File: config.mk
export PLATFORM = sky130hd
export DESIGN_NAME = priority_encoder_seq
export DESIGN_NICKNAME = d
export VERILOG_FILES = /design/src/rtl/priority_encoder_seq.sv
export SDC_FILE = /design/constraint.sdc
export NUM_CORES = 1
export LEC_CHECK = 0
export ABC_AREA = 1
export CORE_ASPECT_RATIO = 0.75
export CORE_MARGIN = 2
export CORE_UTILIZATION = 40
export CTS_CLUSTER_DIAMETER = 60
export CTS_CLUSTER_SIZE = 8
export DETAILED_ROUTE_END_ITERATION = 12
export DONT_BUFFER_PORTS = 1
export GPL_TIMING_DRIVEN = 0
export PLACE_DENSITY = 0.56
export SKIP_LAST_GASP = 1
export SYNTH_ARGS = -nofsm -noshare
export SYNTH_HDL_FRONTEND = slang
export SYNTH_SLANG_ARGS = --single-unit
File: constraint.sdc
create_clock -name clk -period 3.45 [get_ports clk]
set_input_delay 0.345 -clock clk [delete_from_list [all_inputs] [get_ports clk]]
set_output_delay 0.345 -clock clk [all_outputs]
set_load 0.01 [all_outputs]
File: src/rtl/priority_encoder_seq.sv
// Sequential priority encoder: accepts a request vector and emits the index of
// each set bit, one beat per cycle, in LSB-first or MSB-first scan order.
module priority_encoder_seq #(
  parameter int unsigned WIDTH     = 8,
  parameter bit          MSB_FIRST = 1'b0,
  localparam int unsigned IDX_W    = (WIDTH > 1) ? $clog2(WIDTH) : 1
) (
  input  logic             clk,
  input  logic             rst_n,
  input  logic             in_valid,
  output logic             in_ready,
  input  logic [WIDTH-1:0] in_data,
  output logic             out_valid,
  input  logic             out_ready,
  output logic [IDX_W-1:0] out_index,
  output logic             out_last,
  output logic             out_multi,
  output logic             zero_pulse
);

  typedef enum logic [0:0] {
    IDLE = 1'b0,
    EMIT = 1'b1
  } state_t;

  state_t           state;
  state_t           state_next;
  logic [WIDTH-1:0] pending;
  logic [WIDTH-1:0] pend_after;
  logic [WIDTH-1:0] pend_next;
  logic [IDX_W-1:0] index_next;
  logic             last_next;
  logic             multi_next;
  logic             zero_next;
  logic             in_hs;
  logic             out_hs;

  // Position of the first set bit in scan order; zero when the vector is empty.
  function automatic logic [IDX_W-1:0] pick(input logic [WIDTH-1:0] v);
    logic [IDX_W-1:0] idx;
    idx = '0;
    if (MSB_FIRST) begin
      for (int i = 0; i < int'(WIDTH); i++) begin
        if (v[i]) idx = IDX_W'(i);
      end
    end else begin
      for (int i = int'(WIDTH) - 1; i >= 0; i--) begin
        if (v[i]) idx = IDX_W'(i);
      end
    end
    return idx;
  endfunction

  function automatic logic many(input logic [WIDTH-1:0] v);
    return (v & (v - WIDTH'(1))) != '0;
  endfunction

  // State and registered outputs
  always_ff @(posedge clk or negedge rst_n) begin
    if (!rst_n) begin
      state      <= IDLE;
      pending    <= '0;
      out_index  <= '0;
      out_last   <= 1'b0;
      out_multi  <= 1'b0;
      zero_pulse <= 1'b0;
    end else begin
      state      <= state_next;
      pending    <= pend_next;
      out_index  <= index_next;
      out_last   <= last_next;
      out_multi  <= multi_next;
      zero_pulse <= zero_next;
    end
  end

  // Next state follows whether any bits remain pending
  always_comb begin
    state_next = IDLE;
    if (pend_next != '0) state_next = EMIT;
  end

  // Handshakes and next values of the pending vector and beat outputs
  always_comb begin
    out_valid  = (state == EMIT);
    out_hs     = out_valid && out_ready;
    in_ready   = (state == IDLE) || (out_hs && out_last);
    in_hs      = in_valid && in_ready;
    pend_after = pending;
    if (out_hs) pend_after = pending & ~(WIDTH'(1) << out_index);
    pend_next  = pend_after;
    multi_next = out_multi;
    zero_next  = 1'b0;
    if (in_hs) begin
      pend_next  = in_data;
      multi_next = many(in_data);
      zero_next  = (in_data == '0);
    end
    if (pend_next == '0) multi_next = 1'b0;
    index_next = pick(pend_next);
    last_next  = (pend_next != '0) && !many(pend_next);
  end

endmodule

==> results.yml, run 1 <==
final_layout:
  fillerInstances: 276
  layout_common_cells: "nand2_1, dfrtp_1, nor2_1, inv_1, inv_2"
  syn_to_final_growth_pct: 7.90
  diodes: 0
  layout.nets: 149
  fin_cells: 172
  layout-drive-gt1-share_pct: 27.9
  mostFrequentLayoutCell: "nand2_1"
yosys:
  synth_cell_type_count: 20
  synth_seq_area_share_pct: 35.9
  yosys_warnings: 0
  avgSynthCellArea_um2: 7.98
  syn-cell-area_um2: 1040
  ys_seq_elements: 15
  synth_cells: 131
  synth.net_count: 143
worst_hold_path:
  holdCritPathClass: "primary input to flop"
  worstHoldStart: "in_data[7]"
clock_network:
  tritoncts: "done"
  cts-htree-levels: 1
  clock_path_buffers: 2
  post_cts_buffers: 0
  cts-root-buf: "clkbuf_4"
  numCtsBuffers: 3
  post_cts_resized: 0
  cts.sinks: 15
  cts.clk_slew.worst_paths_ns: 0.10
  clkLatencyLatePin_ns: 0.29
route:
  wl_met3_um: 82
  antenna_left: 0
  wl_per_cell_um: 12.1
  num_vias: 807
  first_pass_iters: 4
  maxUsedRoutingLayer: "met4"
  initialDrtViolationCount: 26
  m1WireLength_um: 949
  via_per_inst: 4.69
  remaining_drc_errors: 0
  drt-total-wl_um: 2080
  met2_length_um: 986
die:
  rows: 16
  io-pin-count: 20
  core-area_um2: 2540
  die_w_um: 63.0
  die_h_um: 48.3
  start_util_pct: 41.1
  die_area_um2: 3040
pwr:
  p_leak_uw: 0.000569
  peakVddDrop_uv: 291
  powerDensity_nw_per_um2: 973
global_routing:
  grt_usage_pct: 15.1
  grt_pass1_wl_um: 3260
  grt_pass1_vias: 735
  globalRouteOverflowTotal: 0
  grt_max_degree: 16
  antenna_found_initial: 0
place:
  dp.cells: 167
  routabilityCongestion: 0.730
  hpwlAfterDp_um: 1670
  numPortBuffers: 0
setup_path:
  crit_path_max_fanout: 5
  worst_setup_path_end_kind: "flop"
  crit_start: "out_index[1]$_DFF_PN0_"
  r2r_start: "out_index[1]$_DFF_PN0_"
  critical_path_class: "flop to flop"
  r2r_setup_slack_ns: 1.75
  required_ns: 3.68
  arrival_ns: 1.93
  setup.worst_path.start_class: "flop"
timing:
  skew_ns: 0.00645
  final.period_utilization_pct: 49.1
  max_slew_margin_pct: 54.3
  hold_viol: 0
  setup_viol: 0
  worst_pin_slew_ns: 0.683
  rsz0062_at_grt: "no"
  slew_violations: 0
  max_freq_mhz: 590
  min_period_ns: 1.70
  setup_tns_ns: 0
job:
  maxCapViolCount: 0
outcome:
  outcome: "completed"
-- power by group --
| group | total [uW] | switching, uW | internal (uW) |
|---|---|---|---|
| Combinational | 672 | 429 | 243 |
| Clock | 104 | 60.5 | 43.2 |
| Sequential | 322 | 69.5 | 252 |
-- layer usage --
layer | global-route usage (%) | up-vias
met5 | 0 | -
met4 | 10.7 | 0
met3 | 3.23 | 5
met2 | 27.2 | 16
met1 | 17.2 | 374
li1 | - | 412
-- cell type report --
class	instances	area (um^2)	area share (%)
Multi-Input combinational cell	97	582	51.6
Sequential cell	15	375	33.3
Inverter	18	67.6	5.99
Tap cell	36	45.0	4.00
Clock buffer	3	22.5	2.00
Buffer	1	20.0	1.78
Timing Repair Buffer	1	10.0	0.888
Clock inverter	1	5.00	0.444
-- Yosys cell counts, drive strengths merged --
cell type / instances / area share [%]
nand2: 50 / 24
nor2: 20 / 13
inv: 18 / 6.5
dfrtp: 15 / 36
nand3: 13 / 11
o21ai: 6 / 4.0
a21oi: 4 / 1.9
or2: 2 / 1.2
buf: 1 / 1.9
nor3: 1 / 0.48
o211ai: 1 / 0.72
-- cells by family (layout without fill, tap and decap cells) --
| logic type | count (synthesis) | after routing | synth area share, % |
|---|---|---|---|
| buffers and inverters | 19 | 24 | 8.38 |
| flip-flops | 15 | 15 | 35.9 |
| AO/OA/AOI/OAI | 11 | 11 | 6.59 |
| AND/OR/NAND/NOR | 86 | 86 | 49.1 |
-- what timing repair did --
| action | 4_1_cts | 5_1_grt |
|---|---|---|
| hold buffers | 1 | 0 |
| endpoints found under the hold margin | 15 | 0 |
| setup endpoints to repair | 0 | 0 |
-- path summary, 6_finish.rpt --
kind                                              to  cells after the start
worst max-delay path              out_last$_DFF_PN0_                     11
worst min-delay path            zero_pulse$_DFF_PN0_                      1
worst max register to register    out_last$_DFF_PN0_                     11
worst min register to register  pending[7]$_DFF_PN0_                      2
max in group asynchronous       pending[0]$_DFF_PN0_                      1
min in group asynchronous       zero_pulse$_DFF_PN0_                      1
-- metrics by stage --
| step | setup WS [ns] | power [uW] | utilization (%) | hold slack [ns] | area, um^2 |
|---|---|---|---|---|---|
| after floorplan | 1.99 | 887 | - | 0.0494 | 1040 |
| after global placement | 1.78 | 988 | 42.9 | 0.0498 | 1090 |
| after detailed placement | 1.76 | 995 | 42.9 | 0.0498 | 1090 |
| after CTS | 1.75 | 1100 | 44.3 | 0.102 | 1130 |
| after global routing | 1.58 | 1200 | 44.3 | 0.0849 | 1130 |
| final | 1.75 | 1100 | 44.3 | 0.106 | 1130 |
-- registers in the layout (all words and copies together) (netlist names) --
register	cells
out_last	1
out_index	3
pending	8
out_multi	1
zero_pulse	1
out_valid	1
-- critical path, stage by stage (launching register included) --
cell	delay, ns
dfrtp_1	0.46
inv_1	0.08
nand2_1	0.06
nor2_1	0.28
nor2_1	0.09
nor2_1	0.18
nand2_2	0.09
nand2_1	0.06
nand2_1	0.05
nor2_1	0.11
nand3_1	0.08
nor2_1	0.10
No activity file was read; power rests on OpenSTA's default activity.
==> run 2: changes to the inputs <==
PLACE_DENSITY = 0.58   (was 0.56)
clock period = 1.5 ns   (was 3.45 ns; I/O delays follow)
==> run 2 against run 1 <==
  * The flow now finishes with violations (setup timing)
  * Core utilization rose by 2.3 points
  * Die area did not move
  * Sequential share of layout area fell by 1.5 points
  * Flip-flop and latch count did not move
  * Critical path depth fell by 1
  * Hold slack got worse by 0.071 ns
  * Combinational power rose by 150%
  * Sequential power rose by 130%
  * Count of clock-buffer cells in the layout rose by 1
  * Wire length rose by 5.8%
  * Critical path type unchanged
==> results.yml, run 2 (synthesis results as in run 1) <==
worst_hold_path:
  min_path_cells: 2
  holdCritPathClass: "primary input to flop"
  worstHoldStart: "in_data[5]"
  min_to: "zero_pulse$_DFF_PN0_"
setup_path:
  worst_setup_path_end_kind: "flop"
  crit_path_max_fanout: 5
  arrival_ns: 1.78
  r2r_start: "out_last$_DFF_PN0_"
  r2r_setup_slack_ns: -0.1
  r2r_cells: 10
  required_ns: 1.68
  critical_path_class: "flop to flop"
  reg2reg_to: "out_last$_DFF_PN0_"
  setup.worst_path.start_class: "flop"
timing:
  slew_violations: 0
  hold_ws_ns: 0.0347
  min_period_ns: 1.60
  rsz0062_at_grt: "yes"
  worst_slack_ns: -0.0965
  setup_viol: 3
  skew_ns: 0.00195
  max_freq_mhz: 626
  max_slew_margin_pct: 52.6
  hold_viol: 0
  setup_tns_ns: -0.187
  worst_pin_slew_ns: 0.708
  final.period_utilization_pct: 106
clock_network:
  cts.sinks: 15
  numCtsBuffers: 3
  cts-root-buf: "clkbuf_4"
  cts.clk_slew.worst_paths_ns: 0.09
  clock_path_buffers: 2
  tritoncts: "done"
  clkLatencyLatePin_ns: 0.28
  cts-htree-levels: 1
die:
  start_util_pct: 41.1
  die_h_um: 48.3
  core-area_um2: 2540
  io-pin-count: 20
  rows: 16
  die_area_um2: 3040
  die_w_um: 63.0
route:
  remaining_drc_errors: 0
  antenna_left: 0
  via_per_inst: 4.83
  drt-total-wl_um: 2200
  wl_per_cell_um: 12.6
  initialDrtViolationCount: 61
  first_pass_iters: 5
  num_vias: 845
job:
  maxCapViolCount: 0
pwr:
  powerDensity_nw_per_um2: 2220
  p_comb_share_pct: 63.0
  p_int_uw: 1310
  power_switching_share_pct: 50.1
  peakVddDrop_uv: 603
  p_leak_uw: 0.000590
  clockPowerShare_pct: 8.8
  power_frac_seq_pct: 28.2
  p_sw_uw: 1320
final_layout:
  diodes: 0
  layout_common_cells: "nand2_1, dfrtp_1, nor2_1, inv_1"
  largest_register: "pending"
  seq_area_um2: 377
  layout-drive-gt1-share_pct: 30.9
  layout.nets: 152
  syn_to_final_growth_pct: 13.4
  largest_register_ffs: 8
  mostFrequentLayoutCell: "nand2_1"
  fillerInstances: 275
  multiInputGateArea_um2: 597
  largestRegisters: "pending: 8 flops, out_index: 3 flops"
  final_core_util_pct: 46.6
global_routing:
  globalRouteOverflowTotal: 0
  grt_pass1_vias: 782
  antenna_found_initial: 0
  grt_usage_pct: 15.8
  grt_pass1_wl_um: 3620
  grt_max_degree: 16
place:
  routabilityCongestion: 0.788
  hpwlAfterDp_um: 1750
  numPortBuffers: 0
outcome:
  violations: "setup timing"
  outcome: "complete, but fails checks"
==> run 2: how the worst max path moves through the flow <==
| stage | to | from | cells past startpoint | slack [ns] |
|---|---|---|---|---|
| after floorplan | out_last$_DFF_PN0_ | out_valid$_DFF_PN0_ | 9 | 0.04 |
| after global placement | out_last$_DFF_PN0_ | out_index[1]$_DFF_PN0_ | 9 | -0.16 |
| after detailed placement | out_last$_DFF_PN0_ | out_index[1]$_DFF_PN0_ | 9 | -0.17 |
| after CTS | out_last$_DFF_PN0_ | out_last$_DFF_PN0_ | 12 | -0.10 |
| after global routing | out_last$_DFF_PN0_ | out_last$_DFF_PN0_ | 10 | -0.26 |
| final | out_last$_DFF_PN0_ | out_last$_DFF_PN0_ | 10 | -0.1 |
==> run 2: repair_timing <==
| action | CTS | global route |
|---|---|---|
| gates cloned | 0 | 1 |
| endpoints found under the setup margin | 4 | 6 |
| hold buffers | 2 | 0 |
| setup buffers | 0 | 1 |
| pin swaps | 1 | 2 |
| resized for setup | 3 | 3 |
| hold endpoints to repair | 16 | 0 |
==> run 2: through the flow <==
step / worst slack, ns / instances / area, um^2 / power [uW]
after global routing: -0.264 / 175 / 1180 / 2890
after floorplan: 0.0433 / 131 / 1040 / 2040
final: -0.0965 / 175 / 1180 / 2640
after global placement: -0.163 / 167 / 1090 / 2250
after CTS: -0.103 / 173 / 1140 / 2570
after detailed placement: -0.167 / 167 / 1090 / 2300
==> run 2: metal layers <==
layer	global-route usage, %	part of all wire [%]	vias to the layer above
li1	-	-	426
met1	19.8	45	405
met2	29.1	51	12
met3	2.54	2.9	2
met4	5.33	0.91	0
met5	0	0	-
==> run 2: power groups by stage <==
stage	registers, uW	clock network, uW	logic, uW
after global routing	768	267	1850
after CTS	744	239	1580
final	743	233	1660
after global placement	747	0	1510
after detailed placement	754	0	1550
after floorplan	723	0	1320
==> run 2: layout make-up <==
type,instances,area share [%]
repair buffers,4,4.44
inverters,18,5.70
well taps,36,3.80
flip-flops and latches,15,31.8
plain buffers,1,1.69
clock buffers,4,2.22
multi-input cells,97,50.4
==> run 2: critical path: stages, from the launching register on <==
cell and delay [ns]:
dfrtp_1 0.40, nand2_1 0.08, nand2_2 0.11, nand2_4 0.10, or2_1 0.25, nand2_2 0.15, nand3_4 0.10, nor2_4 0.14
nand2_2 0.06, nand3_1 0.06, nor2_1 0.05
